## src/rtl/alu_multicycle.sv

```systemverilog
// Registered multi-cycle ALU: single-cycle logic/arith/compare ops plus iterative
// shift-add multiply and restoring unsigned divide behind a Start/Ready/Done handshake.
module alu_multicycle #(
   parameter int WIDTH = 32,
   parameter int CNT_W = $clog2(WIDTH) + 1
) (
   input  logic             CLK,
   input  logic             RST,
   input  logic             Start,
   input  logic [WIDTH-1:0] SrcA,
   input  logic [WIDTH-1:0] SrcB,
   input  logic [3:0]       ALUControl,
   output logic             Ready,
   output logic             Done,
   output logic [WIDTH-1:0] ALUResult,
   output logic [WIDTH-1:0] HiResult,
   output logic             Zero,
   output logic             Overflow,
   output logic             DivByZero
);

   typedef enum logic [1:0] {S_IDLE, S_MUL, S_DIV, S_DONE} state_t;

   typedef enum logic [3:0] {
      OP_AND  = 4'b0000,
      OP_OR   = 4'b0001,
      OP_ADD  = 4'b0010,
      OP_XOR  = 4'b0011,
      OP_SUB  = 4'b0100,
      OP_MUL  = 4'b0101,
      OP_SLT  = 4'b0110,
      OP_SLTU = 4'b0111,
      OP_DIVU = 4'b1000,
      OP_NOR  = 4'b1001
   } op_t;

   state_t               state;
   logic [2*WIDTH-1:0]   acc;     // {hi, lo}: product or {remainder, dividend/quotient}
   logic [WIDTH-1:0]     opnd;    // multiplicand or divisor
   logic [CNT_W-1:0]     cnt;

   logic [WIDTH-1:0]     sum;
   logic [WIDTH-1:0]     diff;
   logic [WIDTH-1:0]     sc_result;
   logic                 sc_ovf;
   logic                 sc_legal;

   logic [WIDTH:0]       mul_sum;
   logic [2*WIDTH-1:0]   mul_next;
   logic [WIDTH:0]       div_shift;
   logic [WIDTH:0]       div_trial;
   logic [2*WIDTH-1:0]   div_next;
   logic                 last;

   assign Ready = (state == S_IDLE) || (state == S_DONE);
   assign Zero  = (ALUResult == '0);
   assign last  = (cnt == CNT_W'(1));

   // NOTE: every always_comb output gets a default first so no path leaves it
   // unassigned, which would otherwise infer a latch.
   always_comb begin
      sum       = SrcA + SrcB;
      diff      = SrcA - SrcB;
      sc_result = '0;
      sc_ovf    = 1'b0;
      sc_legal  = 1'b1;
      case (ALUControl)
         OP_AND:  sc_result = SrcA & SrcB;
         OP_OR:   sc_result = SrcA | SrcB;
         OP_XOR:  sc_result = SrcA ^ SrcB;
         OP_NOR:  sc_result = ~(SrcA | SrcB);
         OP_ADD: begin
            sc_result = sum;
            sc_ovf    = (SrcA[WIDTH-1] == SrcB[WIDTH-1]) && (sum[WIDTH-1] != SrcA[WIDTH-1]);
         end
         OP_SUB: begin
            sc_result = diff;
            sc_ovf    = (SrcA[WIDTH-1] != SrcB[WIDTH-1]) && (diff[WIDTH-1] != SrcA[WIDTH-1]);
         end
         OP_SLT:  sc_result = {{(WIDTH-1){1'b0}}, ($signed(SrcA) < $signed(SrcB))};
         OP_SLTU: sc_result = {{(WIDTH-1){1'b0}}, (SrcA < SrcB)};
         OP_MUL, OP_DIVU: sc_result = '0;
         default: sc_legal = 1'b0;
      endcase
   end

   // One iteration of each algorithm; the low half of acc holds the bits still to consume.
   always_comb begin
      mul_sum   = {1'b0, acc[2*WIDTH-1:WIDTH]} + (acc[0] ? {1'b0, opnd} : '0);
      mul_next  = {mul_sum, acc[WIDTH-1:1]};
      div_shift = {acc[2*WIDTH-1:WIDTH], acc[WIDTH-1]};
      div_trial = div_shift - {1'b0, opnd};
      div_next  = div_trial[WIDTH] ? {div_shift[WIDTH-1:0], acc[WIDTH-2:0], 1'b0}
                                   : {div_trial[WIDTH-1:0], acc[WIDTH-2:0], 1'b1};
   end

   // NOTE: sequential state uses non-blocking assignments so every register samples
   // pre-edge values regardless of statement order.
   always_ff @(posedge CLK or negedge RST) begin
      // NOTE: datapath registers are reset too; Zero and the held results are
      // architecturally visible straight out of reset.
      if (!RST) begin
         state     <= S_IDLE;
         acc       <= '0;
         opnd      <= '0;
         cnt       <= '0;
         ALUResult <= '0;
         HiResult  <= '0;
         Overflow  <= 1'b0;
         DivByZero <= 1'b0;
         Done      <= 1'b0;
      end else begin
         Done <= 1'b0;
         case (state)
            S_IDLE, S_DONE: begin
               if (Start) begin
                  case (ALUControl)
                     OP_MUL: begin
                        state <= S_MUL;
                        acc   <= {{WIDTH{1'b0}}, SrcB};
                        opnd  <= SrcA;
                        cnt   <= CNT_W'(WIDTH);
                     end
                     OP_DIVU: begin
                        if (SrcB == '0) begin
                           state     <= S_DONE;
                           Done      <= 1'b1;
                           ALUResult <= '1;
                           HiResult  <= SrcA;
                           Overflow  <= 1'b0;
                           DivByZero <= 1'b1;
                        end else begin
                           state <= S_DIV;
                           acc   <= {{WIDTH{1'b0}}, SrcA};
                           opnd  <= SrcB;
                           cnt   <= CNT_W'(WIDTH);
                        end
                     end
                     default: begin
                        // Illegal opcodes still complete so the control FSM never stalls.
                        state     <= S_DONE;
                        Done      <= 1'b1;
                        Overflow  <= sc_ovf;
                        DivByZero <= 1'b0;
                        if (sc_legal) begin
                           ALUResult <= sc_result;
                           HiResult  <= '0;
                        end
                     end
                  endcase
               end else begin
                  state <= S_IDLE;
               end
            end
            S_MUL: begin
               acc <= mul_next;
               cnt <= cnt - 1'b1;
               if (last) begin
                  state     <= S_DONE;
                  Done      <= 1'b1;
                  ALUResult <= mul_next[WIDTH-1:0];
                  HiResult  <= mul_next[2*WIDTH-1:WIDTH];
                  Overflow  <= 1'b0;
                  DivByZero <= 1'b0;
               end
            end
            S_DIV: begin
               acc <= div_next;
               cnt <= cnt - 1'b1;
               if (last) begin
                  state     <= S_DONE;
                  Done      <= 1'b1;
                  ALUResult <= div_next[WIDTH-1:0];
                  HiResult  <= div_next[2*WIDTH-1:WIDTH];
                  Overflow  <= 1'b0;
                  DivByZero <= 1'b0;
               end
            end
            default: state <= S_IDLE;
         endcase
      end
   end

endmodule

```

## config.mk

```make
export PLATFORM = sky130hd
export DESIGN_NAME = alu_multicycle
export DESIGN_NICKNAME = d
export VERILOG_FILES = /design/src/rtl/alu_multicycle.sv
export SDC_FILE = /design/constraint.sdc
export NUM_CORES = 1
export LEC_CHECK = 0
export CORE_UTILIZATION = 30
export CTS_CLUSTER_SIZE = 12
export DETAILED_ROUTE_END_ITERATION = 6
export PLACE_DENSITY = 0.44
export SLEW_MARGIN = 25
export SYNTH_ARGS = -nofsm -noshare
export SYNTH_HDL_FRONTEND = slang
export SYNTH_SLANG_ARGS = --single-unit
```

## constraint.sdc

```tcl
create_clock -name CLK -period 8.5 [get_ports CLK]
set_input_delay 1.7 -clock CLK [delete_from_list [all_inputs] [get_ports CLK]]
set_output_delay 1.7 -clock CLK [all_outputs]
set_load 0.005 [all_outputs]
```

Word level (Yosys, flattened, before mapping)
Index checks and enable logic that the tools add are counted.
{"block": "totals", "reg_bits": 171, "inputBits": 71, "output_inout_bits": 69, "wordCells": 110}
{"block": "op_classes", "add_sub_neg": 5, "order_cmp": 2, "n_eq_ne": 27, "muxes": 48, "bitwise_logic": 4, "reduce_logical": 15}
{"op": "$mux 32", "count": 12}
{"op": "$pmux 32 s8", "count": 1}
{"op": "$mux 64", "count": 3}
{"op": "$pmux 32 s2", "count": 3}
{"op": "$pmux 32 s3", "count": 2}
{"op": "$pmux 64 s3", "count": 1}
{"op": "$pmux 64 s2", "count": 1}
{"op": "$logic_not 32->1", "count": 2}
{"op": "$lt 32x32->1", "count": 2}
{"op": "$add 32x32->33", "count": 1}
{"op": "$sub 33x32->33", "count": 1}
{"op": "$add 32x32->32", "count": 1}
{"op": "$and 32x32->32", "count": 1}
{"op": "$not 32->32", "count": 1}
{"op": "$or 32x32->32", "count": 1}
{"op": "$sub 32x32->32", "count": 1}
{"op": "$xor 32x32->32", "count": 1}
{"op": "$pmux 6 s2", "count": 2}
{"op": "$eq 4x3->1 const B", "count": 4}
{"op": "$pmux 1 s2", "count": 7}
{"op": "$mux 6", "count": 2}
{"op": "$mux 1", "count": 10}
{"op": "$ne 2x2->1 const B", "count": 5}
{"op": "$reduce_or 10->1", "count": 1}
{"op": "other kinds (24)", "count": 35}

Logic depth before layout (Yosys ltp)
{"block": "depth", "ltp_word": 7, "depth_mapped": 15}

Worst setup path before layout
Ideal clock, no wire load.
{"block": "synth_timing", "kind": "input port to flip-flop", "startpoint": "input SrcA[0]", "endpoint": "register ALUResult[30]", "setup_ns": 0.094, "arrival_time_ns": 4.224, "t_required_ns": 8.406, "setup_slack_ns": 4.182, "cell_stages": 14, "n_path_buf": 0, "path_cell_list": "inv_1 ha_1 inv_1 fa_1 nor2b_2 o211ai_1 a2111o_1 o211ai_1 o221a_2 or2_2 a21oi_1 o21ai_1 a21o_1 a211oi_1"}
{"block": "synth_between", "elab_chain_len": 6, "elab_cells_between_ends": 7, "cone_classes": "2 x add/sub; 5 x mux"}
{"element": "start, declared", "line_no": "10", "rtl": "input logic [WIDTH-1:0] SrcA,"}
{"element": "$sub 32x32->32 or $add 32x32->32 (tied branches)", "line_no": "63, 62"}
{"element": "$pmux 32 s8 *", "line_no": "67", "rtl": "case (ALUControl)"}
{"element": "$mux 32 *", "line_no": "145", "rtl": "if (sc_legal) begin"}
{"element": "$pmux 32 s2 *", "line_no": "117", "rtl": "case (ALUControl)"}
{"element": "$mux 32 *", "line_no": "116", "rtl": "if (Start) begin"}
{"element": "$pmux 32 s3 *", "line_no": "114", "rtl": "case (state)"}
{"element": "end signal, assigned", "line_no": "146", "rtl": "ALUResult <= sc_result;"}
{"element": "end signal, assigned", "line_no": "161", "rtl": "ALUResult <= mul_next[WIDTH-1:0];"}
{"element": "end signal, assigned", "line_no": "173", "rtl": "ALUResult <= div_next[WIDTH-1:0];"}
{"element": "end, declared", "line_no": "15", "rtl": "output logic [WIDTH-1:0] ALUResult,"}
Mark *: on every way between the ends. The rest lies on a longest branch, timed or not. The select of a mux whose other input is x is not followed.
A chain may end at the register's enable or synchronous reset.

Final worst setup path
{"block": "layout_timing", "startpoint": "input SrcB[14]", "endpoint": "register HiResult[0]"}
{"block": "layout_between", "elab_chain_len": 3}
{"element": "start, declared", "line_no": "11", "rtl": "input logic [WIDTH-1:0] SrcB,"}
{"element": "$logic_not 32->1", "line_no": "125", "rtl": "if (SrcB == '0) begin"}
{"element": "$ne 3x3->1 (no source line)"}
{"element": "$reduce_and 6->1 (no source line)"}
{"element": "end signal, assigned", "line_no": "129", "rtl": "HiResult <= SrcA;"}
{"element": "end signal, assigned", "line_no": "162", "rtl": "HiResult <= mul_next[2*WIDTH-1:WIDTH];"}
{"element": "end signal, assigned", "line_no": "174", "rtl": "HiResult <= div_next[2*WIDTH-1:WIDTH];"}
{"element": "end, declared", "line_no": "16", "rtl": "output logic [WIDTH-1:0] HiResult,"}
Every way passes these cells.

==> reports/qor.yml <==
outcome:
  status: "finished clean"
clock_network:
  clock-sinks: 171
  cts.clk_slew.worst_paths_ps: 70
  cts_tree: "built"
  htreeDepth: 4
  post_cts_resized: 0
  clock_latency_ps: 460
  cts_hold_buffers: 0
  post-cts-setup-buffer-count: 0
  root_buffer: "clkbuf_16"
  cts_buffer_depth: 2
  cts_buffers: 17
critical_path:
  start_kind: "input port"
  regToRegSetupSlack_ps: 3730
  worstSetupPathType: "input port to register"
  path_max_fanout: 43
  cp-end-kind: "register"
  crit_arrival_ps: 5620
  required_ps: 8840
synthesis:
  synth_edf_count: 0
  synthFlopType: "dfrtp_1"
  synthesis.nets: 2560
  synth_common_cells: "278 x nand2_1, 221 x a21oi_1, 197 x nor2_1, 171 x dfrtp_1, 171 x ha_1"
  synth_top_family_by_area: "compound AO/OA/AOI/OAI gates"
  synth_compound_area_frac: 0.317
  synthCells: 2314
  synth_mux_area_frac: 0.0269
  synth_top_area_share: 0.243
  synth_area_leader_cell: "dfrtp_1"
  synthTopCellsByArea: "dfrtp_1 24%, ha_1 12%, a21oi_1 6.3%, nand2_1 5.9%, nor2_1 4.2%"
  synth_xor_area_frac: 0.0368
  yosys.cell_types.count: 88
  ys_warn_count: 0
  syn_area_per_cell_um2: 7.61
  post-synth-top-count-cell: "nand2_1"
  seq_area_frac_synth: 0.243
  synthesis.area_um2: 17600
  yosys.area_share.adder: 0.126
  synthSimpleGateAreaFrac: 0.186
  synth_seq_cells: 171
  async_flop_share: 1.00
power_and_ir_drop:
  p_switching_mw: 3.11
  power.leakage_nw: 9.28
  pwr-share-clk: 0.130
  vdd_drop_max_mv: 0.223
  p_int_mw: 3.16
  pwr-share-comb: 0.620
  seq_power_share: 0.250
  swShare: 0.496
  powerDensity_nw_per_um2: 309
place:
  place_congestion: 0.923
  dp_cells: 3113
  portBuffers: 139
  hpwl_mm: 58.8
floorplan:
  die-area_um2: 59700
  ios: 140
  num_rows: 88
  start_util: 0.305
  die_w_um: 244
  dieHeight_um: 244
  core-area_um2: 57800
final_layout:
  fin_cells: 3146
  fillers: 6192
  area_delta_synth_final_pct: 15.3
  antenna_cells: 0
  layout.nets: 2614
  drive_gt1_frac: 0.0441
grt:
  grt_usage: 0.253
  antenna_found_initial: 1
  overflow: 0
  grt_first_pass_wirelength_mm: 114
  grt_max_degree: 111
  grt_pass1_vias: 17518
timing:
  slew_headroom: 0.291
  finalCriticalPeriod_ps: 5280
  hold_viol_final: 0
  maxSlewViolCount: 0
  finalClockSkew_ps: 12.4
  max_freq_mhz: 189
  tightest_slew_ps: 1060
  rsz0062_at_grt: "no"
  timing.final.crit_share: 0.622
  tns_ps: 0
  setup_viol: 0
worst_hold_path:
  worstHoldPathType: "register to register"
routing:
  first_pass_iters: 5
  drt-initial-drc-count: 1433
  ant_nets: 0
  wl_mm: 76.3
  routedWlPerCell_um: 24.3
  remaining_drc_errors: 0
  viasPerCell: 5.71
  vias: 17953
job:
  maxCapViolCount: 0
## power by group through the flow
stage | Clock, mW | Combinational (mW) | Sequential, mW
finish | 0.818 | 3.89 | 1.57
global route | 0.866 | 4.30 | 1.61
CTS | 0.844 | 3.87 | 1.56
detailed placement | 0 | 3.84 | 1.58
global placement | 0 | 3.82 | 1.58
floorplan | 0 | 2.56 | 1.41
## cells by family after synthesis
family	after synthesis
buf+inv	288
simple gates	723
flops	171
xor+xnor	74
compound gates	836
mux	47
fa+ha+maj	175
## worst paths after layout
check	startpoint	to	depth (start not counted)
worst min-delay path	HiResult[14]$_DFFE_PN0P_	HiResult[14]$_DFFE_PN0P_	2
max in group asynchronous	RST	acc[23]$_DFFE_PN0P_	2
min in group asynchronous	RST	acc[63]$_DFFE_PN0P_	1
worst max-delay path	SrcB[14]	HiResult[0]$_DFFE_PN0P_	10
worst max register to register	acc[31]$_DFFE_PN0P_	HiResult[9]$_DFFE_PN0P_	15
worst min register to register	HiResult[14]$_DFFE_PN0P_	HiResult[14]$_DFFE_PN0P_	2
## flip-flops by register name, summed over array words and instances, names as in the netlist
name       cells
acc           64
opnd          32
Overflow       1
DivByZero      1
cnt            6
state          2
Done           1
ALUResult     32
HiResult      32
## metrics by stage
step	area [µm²]	hold slack (ps)	total power [mW]	util	setup WS, ps
3_5_place_dp	19700	478	5.42	0.341	2480
5_1_grt	20300	527	6.77	0.351	2990
3_3_place_gp	19700	468	5.40	0.341	2510
4_1_cts	20300	495	6.28	0.351	2970
6_report	20300	483	6.27	0.351	3220
2_1_floorplan	17600	472	3.97	-	4180
## worst max-delay path, stage by stage
cell and delay, ps:
clkdlybuf4s50_1 610, nor4_1 640, nand4_1 430, o21ai_1 310, o21ai_1 270, or2_1 350
a21o_2 430, buf_4 390, a21oi_1 340, a21oi_1 110
## layout make-up
type	count	area (µm²)	share of cell area
Multi-Input combinational cell	1855	12300	0.604
Sequential cell	171	4280	0.211
Timing Repair Buffer	169	1640	0.0808
Tap cell	765	957	0.0471
Inverter	154	578	0.0285
Clock buffer	19	443	0.0218
Clock inverter	13	144	0.00708
## metal layers
metal | vias up | wire, µm | GRT usage
met2 | 554 | 34100 | 0.400
met4 | 2 | 2240 | 0.0813
met1 | 8760 | 35700 | 0.351
li1 | 8537 | - | -
met3 | 100 | 4170 | 0.0385
met5 | - | 9 | 0
## cell usage in the layout, fill, tap and decap left out, types with 29 or more instances in the layout
cell             count
nand2_1            276
a21oi_1            218
nor2_1             195
dfrtp_1            171
ha_1               170
inv_1              148
clkdlybuf4s50_1    138
o21ai_0            132
a21o_1              66
a31oi_1             59
xnor2_1             48
mux2i_1             45
and2_1              41
a221oi_1            39
nor3_1              36
nand3_1             35
nor4_1              31
o21ai_1             31
buf_4               29
Power figures use the tool's default switching activity.
